[src/rtl/usb_tx_encoder.sv]
// Full-speed USB 1.1 transmit line encoder: SYNC, LSB-first data with bit stuffing
// and NRZI, then EOP, driven onto registered D+/D- lines.
module usb_tx_encoder #(
    parameter int unsigned CLKS_PER_BIT = 8
) (
    input  logic       clk,
    input  logic       n_rst,
    input  logic [7:0] tx_data,
    input  logic       tx_valid,
    output logic       tx_ready,
    output logic       dplus_out,
    output logic       dminus_out,
    output logic       tx_busy,
    output logic       tx_done
);
    localparam int unsigned TW = (CLKS_PER_BIT > 2) ? $clog2(CLKS_PER_BIT) : 1;
    localparam logic [TW-1:0] T_LAST = TW'(CLKS_PER_BIT - 1);

    typedef enum logic [2:0] {IDLE, SYNC, DATA, STUFF, EOP_SE0, EOP_J} state_t;

    state_t        state, state_n;
    logic [TW-1:0] timer, timer_n;
    logic [2:0]    bit_idx, bit_idx_n;
    logic [2:0]    ones_cnt, ones_cnt_n;
    logic [7:0]    hold_reg, hold_reg_n;
    logic          hold_full, hold_full_n;
    logic [7:0]    shift_reg, shift_reg_n;
    logic          dp, dp_n, dm, dm_n;
    logic          busy, busy_n, done, done_n;
    logic          handshake, boundary, send, bit_v, byte_end;

    assign tx_ready   = !hold_full && !(state inside {EOP_SE0, EOP_J});
    assign handshake  = tx_valid && tx_ready;
    assign boundary   = (timer == T_LAST);
    assign dplus_out  = dp;
    assign dminus_out = dm;
    assign tx_busy    = busy;
    assign tx_done    = done;

    always_ff @(posedge clk) begin
        if (!n_rst) begin
            state     <= IDLE;
            timer     <= '0;
            bit_idx   <= '0;
            ones_cnt  <= '0;
            hold_reg  <= '0;
            hold_full <= 1'b0;
            shift_reg <= '0;
            dp        <= 1'b1;
            dm        <= 1'b0;
            busy      <= 1'b0;
            done      <= 1'b0;
        end else begin
            state     <= state_n;
            timer     <= timer_n;
            bit_idx   <= bit_idx_n;
            ones_cnt  <= ones_cnt_n;
            hold_reg  <= hold_reg_n;
            hold_full <= hold_full_n;
            shift_reg <= shift_reg_n;
            dp        <= dp_n;
            dm        <= dm_n;
            busy      <= busy_n;
            done      <= done_n;
        end
    end

    always_comb begin
        state_n     = state;
        timer_n     = timer;
        bit_idx_n   = bit_idx;
        ones_cnt_n  = ones_cnt;
        hold_reg_n  = hold_reg;
        hold_full_n = hold_full;
        shift_reg_n = shift_reg;
        dp_n        = dp;
        dm_n        = dm;
        busy_n      = busy;
        done_n      = 1'b0;
        send        = 1'b0;
        bit_v       = 1'b0;
        byte_end    = 1'b0;

        if (handshake) begin
            hold_reg_n  = tx_data;
            hold_full_n = 1'b1;
        end
        if (state != IDLE)
            timer_n = boundary ? '0 : timer + TW'(1);

        case (state)
            IDLE: begin
                if (handshake) begin
                    state_n   = SYNC;
                    busy_n    = 1'b1;
                    bit_idx_n = '0;
                    send      = 1'b1;
                end
            end
            SYNC, DATA: begin
                if (boundary) begin
                    if (ones_cnt == 3'd6) begin
                        state_n = STUFF;
                        send    = 1'b1;
                    end else if (bit_idx == 3'd7) begin
                        byte_end = 1'b1;
                    end else begin
                        bit_idx_n = bit_idx + 3'd1;
                        send      = 1'b1;
                        if (state == SYNC) begin
                            bit_v = (bit_idx == 3'd6);
                        end else begin
                            bit_v       = shift_reg[1];
                            shift_reg_n = shift_reg >> 1;
                        end
                    end
                end
            end
            STUFF: begin
                // bit_idx still points at the last data bit sent, so resume from it
                if (boundary) begin
                    if (bit_idx == 3'd7) begin
                        byte_end = 1'b1;
                    end else begin
                        state_n     = DATA;
                        bit_idx_n   = bit_idx + 3'd1;
                        send        = 1'b1;
                        bit_v       = shift_reg[1];
                        shift_reg_n = shift_reg >> 1;
                    end
                end
            end
            EOP_SE0: begin
                if (boundary) begin
                    if (bit_idx == 3'd1) begin
                        state_n = EOP_J;
                        dp_n    = 1'b1;
                        dm_n    = 1'b0;
                    end else begin
                        bit_idx_n = bit_idx + 3'd1;
                    end
                end
            end
            EOP_J: begin
                if (boundary) begin
                    state_n = IDLE;
                    busy_n  = 1'b0;
                    done_n  = 1'b1;
                end
            end
            default: state_n = IDLE;
        endcase

        if (byte_end) begin
            bit_idx_n = '0;
            if (hold_full) begin
                state_n     = DATA;
                shift_reg_n = hold_reg;
                hold_full_n = 1'b0;
                send        = 1'b1;
                bit_v       = hold_reg[0];
            end else begin
                state_n = EOP_SE0;
                dp_n    = 1'b0;
                dm_n    = 1'b0;
            end
        end

        // NRZI: a 0 toggles the lines and breaks the run of ones
        if (send) begin
            if (!bit_v) begin
                dp_n       = ~dp;
                dm_n       = ~dm;
                ones_cnt_n = '0;
            end else begin
                ones_cnt_n = ones_cnt + 3'd1;
            end
        end
    end
endmodule

[config.mk]
export PLATFORM = sky130hd
export DESIGN_NAME = usb_tx_encoder
export DESIGN_NICKNAME = d
export VERILOG_FILES = /design/src/rtl/usb_tx_encoder.sv
export SDC_FILE = /design/constraint.sdc
export NUM_CORES = 1
export LEC_CHECK = 0
export BUFFER_PORTS_ARGS = -buffer_cell sky130_fd_sc_hd__buf_2
export CAP_MARGIN = 20
export CORE_MARGIN = 8
export CORE_UTILIZATION = 50
export CTS_CLUSTER_DIAMETER = 100
export DETAILED_ROUTE_END_ITERATION = 10
export HOLD_SLACK_MARGIN = 0.03
export PLACE_DENSITY = 0.73
export SYNTH_ARGS = -nofsm -noshare
export SYNTH_HDL_FRONTEND = slang
export SYNTH_SLANG_ARGS = --single-unit
[constraint.sdc]
create_clock -name clk -period 2.3 [get_ports clk]
set_clock_uncertainty 0.05 [all_clocks]
set_input_delay 0.46 -clock clk [delete_from_list [all_inputs] [get_ports clk]]
set_output_delay 0.46 -clock clk [all_outputs]
set_load 0.01 [all_outputs]
==> impl_metrics.yaml <==
yosys:
  yosys_warnings: 0
  synthCells: 194
  avgSynthCellArea_um2: 8.64
  synth_area_leaders: "dfxtp_1 38%, mux2i_1 11%, nor2_1 6.9%"
  netlist_top_cells_count: "32 x dfxtp_1, 31 x nor2_1, 18 x mux2i_1, 14 x nand2_1, 10 x a21oi_1"
  synth_edf_count: 0
  synth_nets: 213
  async_flop_share_pct: 0
  syn_area_um2: 1680
  yosysMostFrequentCell: "dfxtp_1"
  synth_area_leader_cell: "dfxtp_1"
  synth_cell_types: 43
  ys_ff_latch: 32
  ys_seq_area_share_pct: 38.2
  netlist.area_leader.share_pct: 38.2
  synthFlopType: "dfxtp_1"
power:
  ir_drop_mv: 0.465
  total_power_mw: 1.26
  powerDensity_nw_per_um2: 661
  p_leak_nw: 0.843
sta:
  min_period_ns: 2.18
  max_freq_mhz: 459
  slew_headroom_pct: 50.9
  rsz0062_at_grt: "false"
  whs_ns: 0.301
  period_share_pct: 94.7
  tightest_slew_ns: 0.735
  setup_viol: 0
  hold_violations: 0
  finalMaxSlewViolations: 0
die:
  rows: 21
  io_pins: 16
  dieArea_um2: 5460
  core_area_um2: 3280
  die_width_um: 73.9
  start_util_pct: 51.0
  die_h_um: 73.9
worst_setup_path:
  cp-start-kind: "flop"
  cp_max_fo: 8
  cp_data_arrival_time_ns: 2.38
  r2r_setup_slack_ns: 0.12
  end_kind: "flop"
  rr_worst_depth: 7
  critPathKind: "flop to flop"
  worstPathCellList: "ha_1 -> ha_2 -> inv_1 -> o31a_1 -> a221o_1 -> or3_1 -> a21oi_1"
  crit_family: "compound AO/OA/AOI/OAI gates"
  crit_slowest_cell: "dfxtp_1"
  r2r-end: "bit_idx[0]"
  r2r-start: "timer[0]"
  path_buf_inv: 1
  crit_cells: 7
  worst_ep_required_time_ns: 2.51
  slowest_delay_ns: 0.38
route:
  drc: 0
  via_per_inst: 5.59
  dr.pass1.iters: 4
  vias: 1470
  drt_wl_total_um: 3720
  route.detailed.wl_per_inst_um: 14.1
  ant_nets: 0
  initialDrtViolationCount: 102
finish:
  syn2layout_area_growth_pct: 13.8
  design_area_um2: 1910
  fin_cells: 263
  fin_nets: 235
  largest_register_ffs: 8
  nFillCells: 294
  drive_above_1_share_pct: 19.8
  antenna_cells: 0
  register_area_um2: 643
  multiInputGateArea_um2: 955
min_path:
  whs_path_depth: 3
  whs_endpoint: "hold_reg[7]"
  hold_start: "tx_data[7]"
  hold_path.class: "primary input to flop"
placement:
  io_buffers: 15
  place.gp.congestion: 0.927
  dpl.hpwl_um: 2770
  place_area_um2: 1830
  placedCellCount: 254
global_route:
  grt_start_max_net_pins: 25
  grt_util_all_layers_pct: 14.6
  grt_pass1_vias: 1415
  grt-ovfl-total: 0
  grt_pass1_wl_um: 6240
  antenna_found_initial: 0
cts:
  htreeDepth: 2
  clk_pin_slew_worst_paths_ns: 0.11
  cts.path.max_buffers: 2
  cts_sinks: 32
  root_buffer: "clkbuf_4"
  cts_buffers: 5
  cts_tree: "done"
  clk_latency_ns: 0.34
job:
  drv_cap: 0
status:
  status: "complete, no violations"
==> worst max path at each step <==
stage / startpoint / endpoint / slack (ns)
after global placement: bit_idx[0] / dplus_out / 0.07
final: timer[0] / bit_idx[0] / 0.12
after CTS: timer[0] / bit_idx[0] / 0.05
after global routing: timer[0] / bit_idx[2] / 0.01
after floorplan: bit_idx[0] / dplus_out / 0.12
after detailed placement: bit_idx[0] / dplus_out / -0.05
==> power by group <==
part / internal (mW) / switching, mW
Clock: 0.117 / 0.199
Sequential: 0.597 / 0.0436
Combinational: 0.134 / 0.169
==> layout by cell type, fill, tap and decap left out, types with 2 or more instances in the layout <==
| cell type | n |
|---|---|
| dfxtp_2 | 2 |
| ha_2 | 2 |
| a221o_1 | 2 |
| nor3_1 | 3 |
| or3_1 | 3 |
| ha_1 | 6 |
| a211o_1 | 2 |
| nand3b_1 | 2 |
| nand2_1 | 14 |
| mux2i_1 | 18 |
| buf_4 | 11 |
| nor2_1 | 31 |
| inv_1 | 9 |
| a31oi_1 | 3 |
| or2_1 | 2 |
| a22oi_1 | 2 |
| a211oi_1 | 7 |
| clkbuf_4 | 5 |
| dfxtp_1 | 30 |
| clkinv_2 | 2 |
| buf_2 | 15 |
| nor2b_1 | 5 |
| o211ai_1 | 2 |
| nand2b_1 | 3 |
| nand3_1 | 2 |
| o2111ai_1 | 2 |
| a21oi_1 | 10 |
| o21ai_0 | 4 |
==> kinds of logic (layout without fill, tap and decap cells) <==
group	count (synthesis)	after routing	share of synthesized area [%]
AO/OA/AOI/OAI	43	43	18.4
XOR/XNOR	1	1	0.523
adder cells (fa/ha/maj)	9	9	6.57
buffers and inverters	21	44	5.45
flip-flops	32	32	38.2
multiplexers	19	19	11.4
AND/OR/NAND/NOR	69	69	19.3
==> layer usage <==
metal  global-route usage (%)  routed length (um)  share of wire [%]
met5                        0                   0                  0
met4                     6.65                  55                1.5
met3                     3.82                 192                5.2
met2                     25.3                1840                 50
met1                     16.1                1630                 44
==> worst register-to-register path: stages (launching register included) <==
cell	delay [ns]
dfxtp_1	0.38
ha_1	0.17
ha_2	0.25
inv_1	0.09
o31a_1	0.30
a221o_1	0.34
or3_1	0.38
a21oi_1	0.15
==> per-stage QoR <==
stage | worst slack (ns) | util (%) | TNS (ns)
after floorplan | 0.117 | - | 0
after global placement | 0.0737 | 55.7 | 0
final | 0.122 | 58.1 | 0
after global routing | 0.0149 | 58.1 | 0
after CTS | 0.0527 | 57.6 | 0
after detailed placement | -0.0491 | 55.7 | -0.0491
==> what timing repair did <==
action | CTS | global route
pin swaps | 0 | 1
resized for setup | 1 | 5
hold buffers | 0 | 0
setup buffers | 0 | 1
setup endpoints to repair | 1 | 13
==> area by class of cell <==
type                            count  area share, %
Clock inverter                      3          0.984
Multi-Input combinational cell    141           50.1
Timing Repair Buffer               26           8.27
Sequential cell                    32           33.7
Tap cell                           46           3.02
Inverter                           10           1.97
Clock buffer                        5           1.97
(Power assumes the default switching activity.)
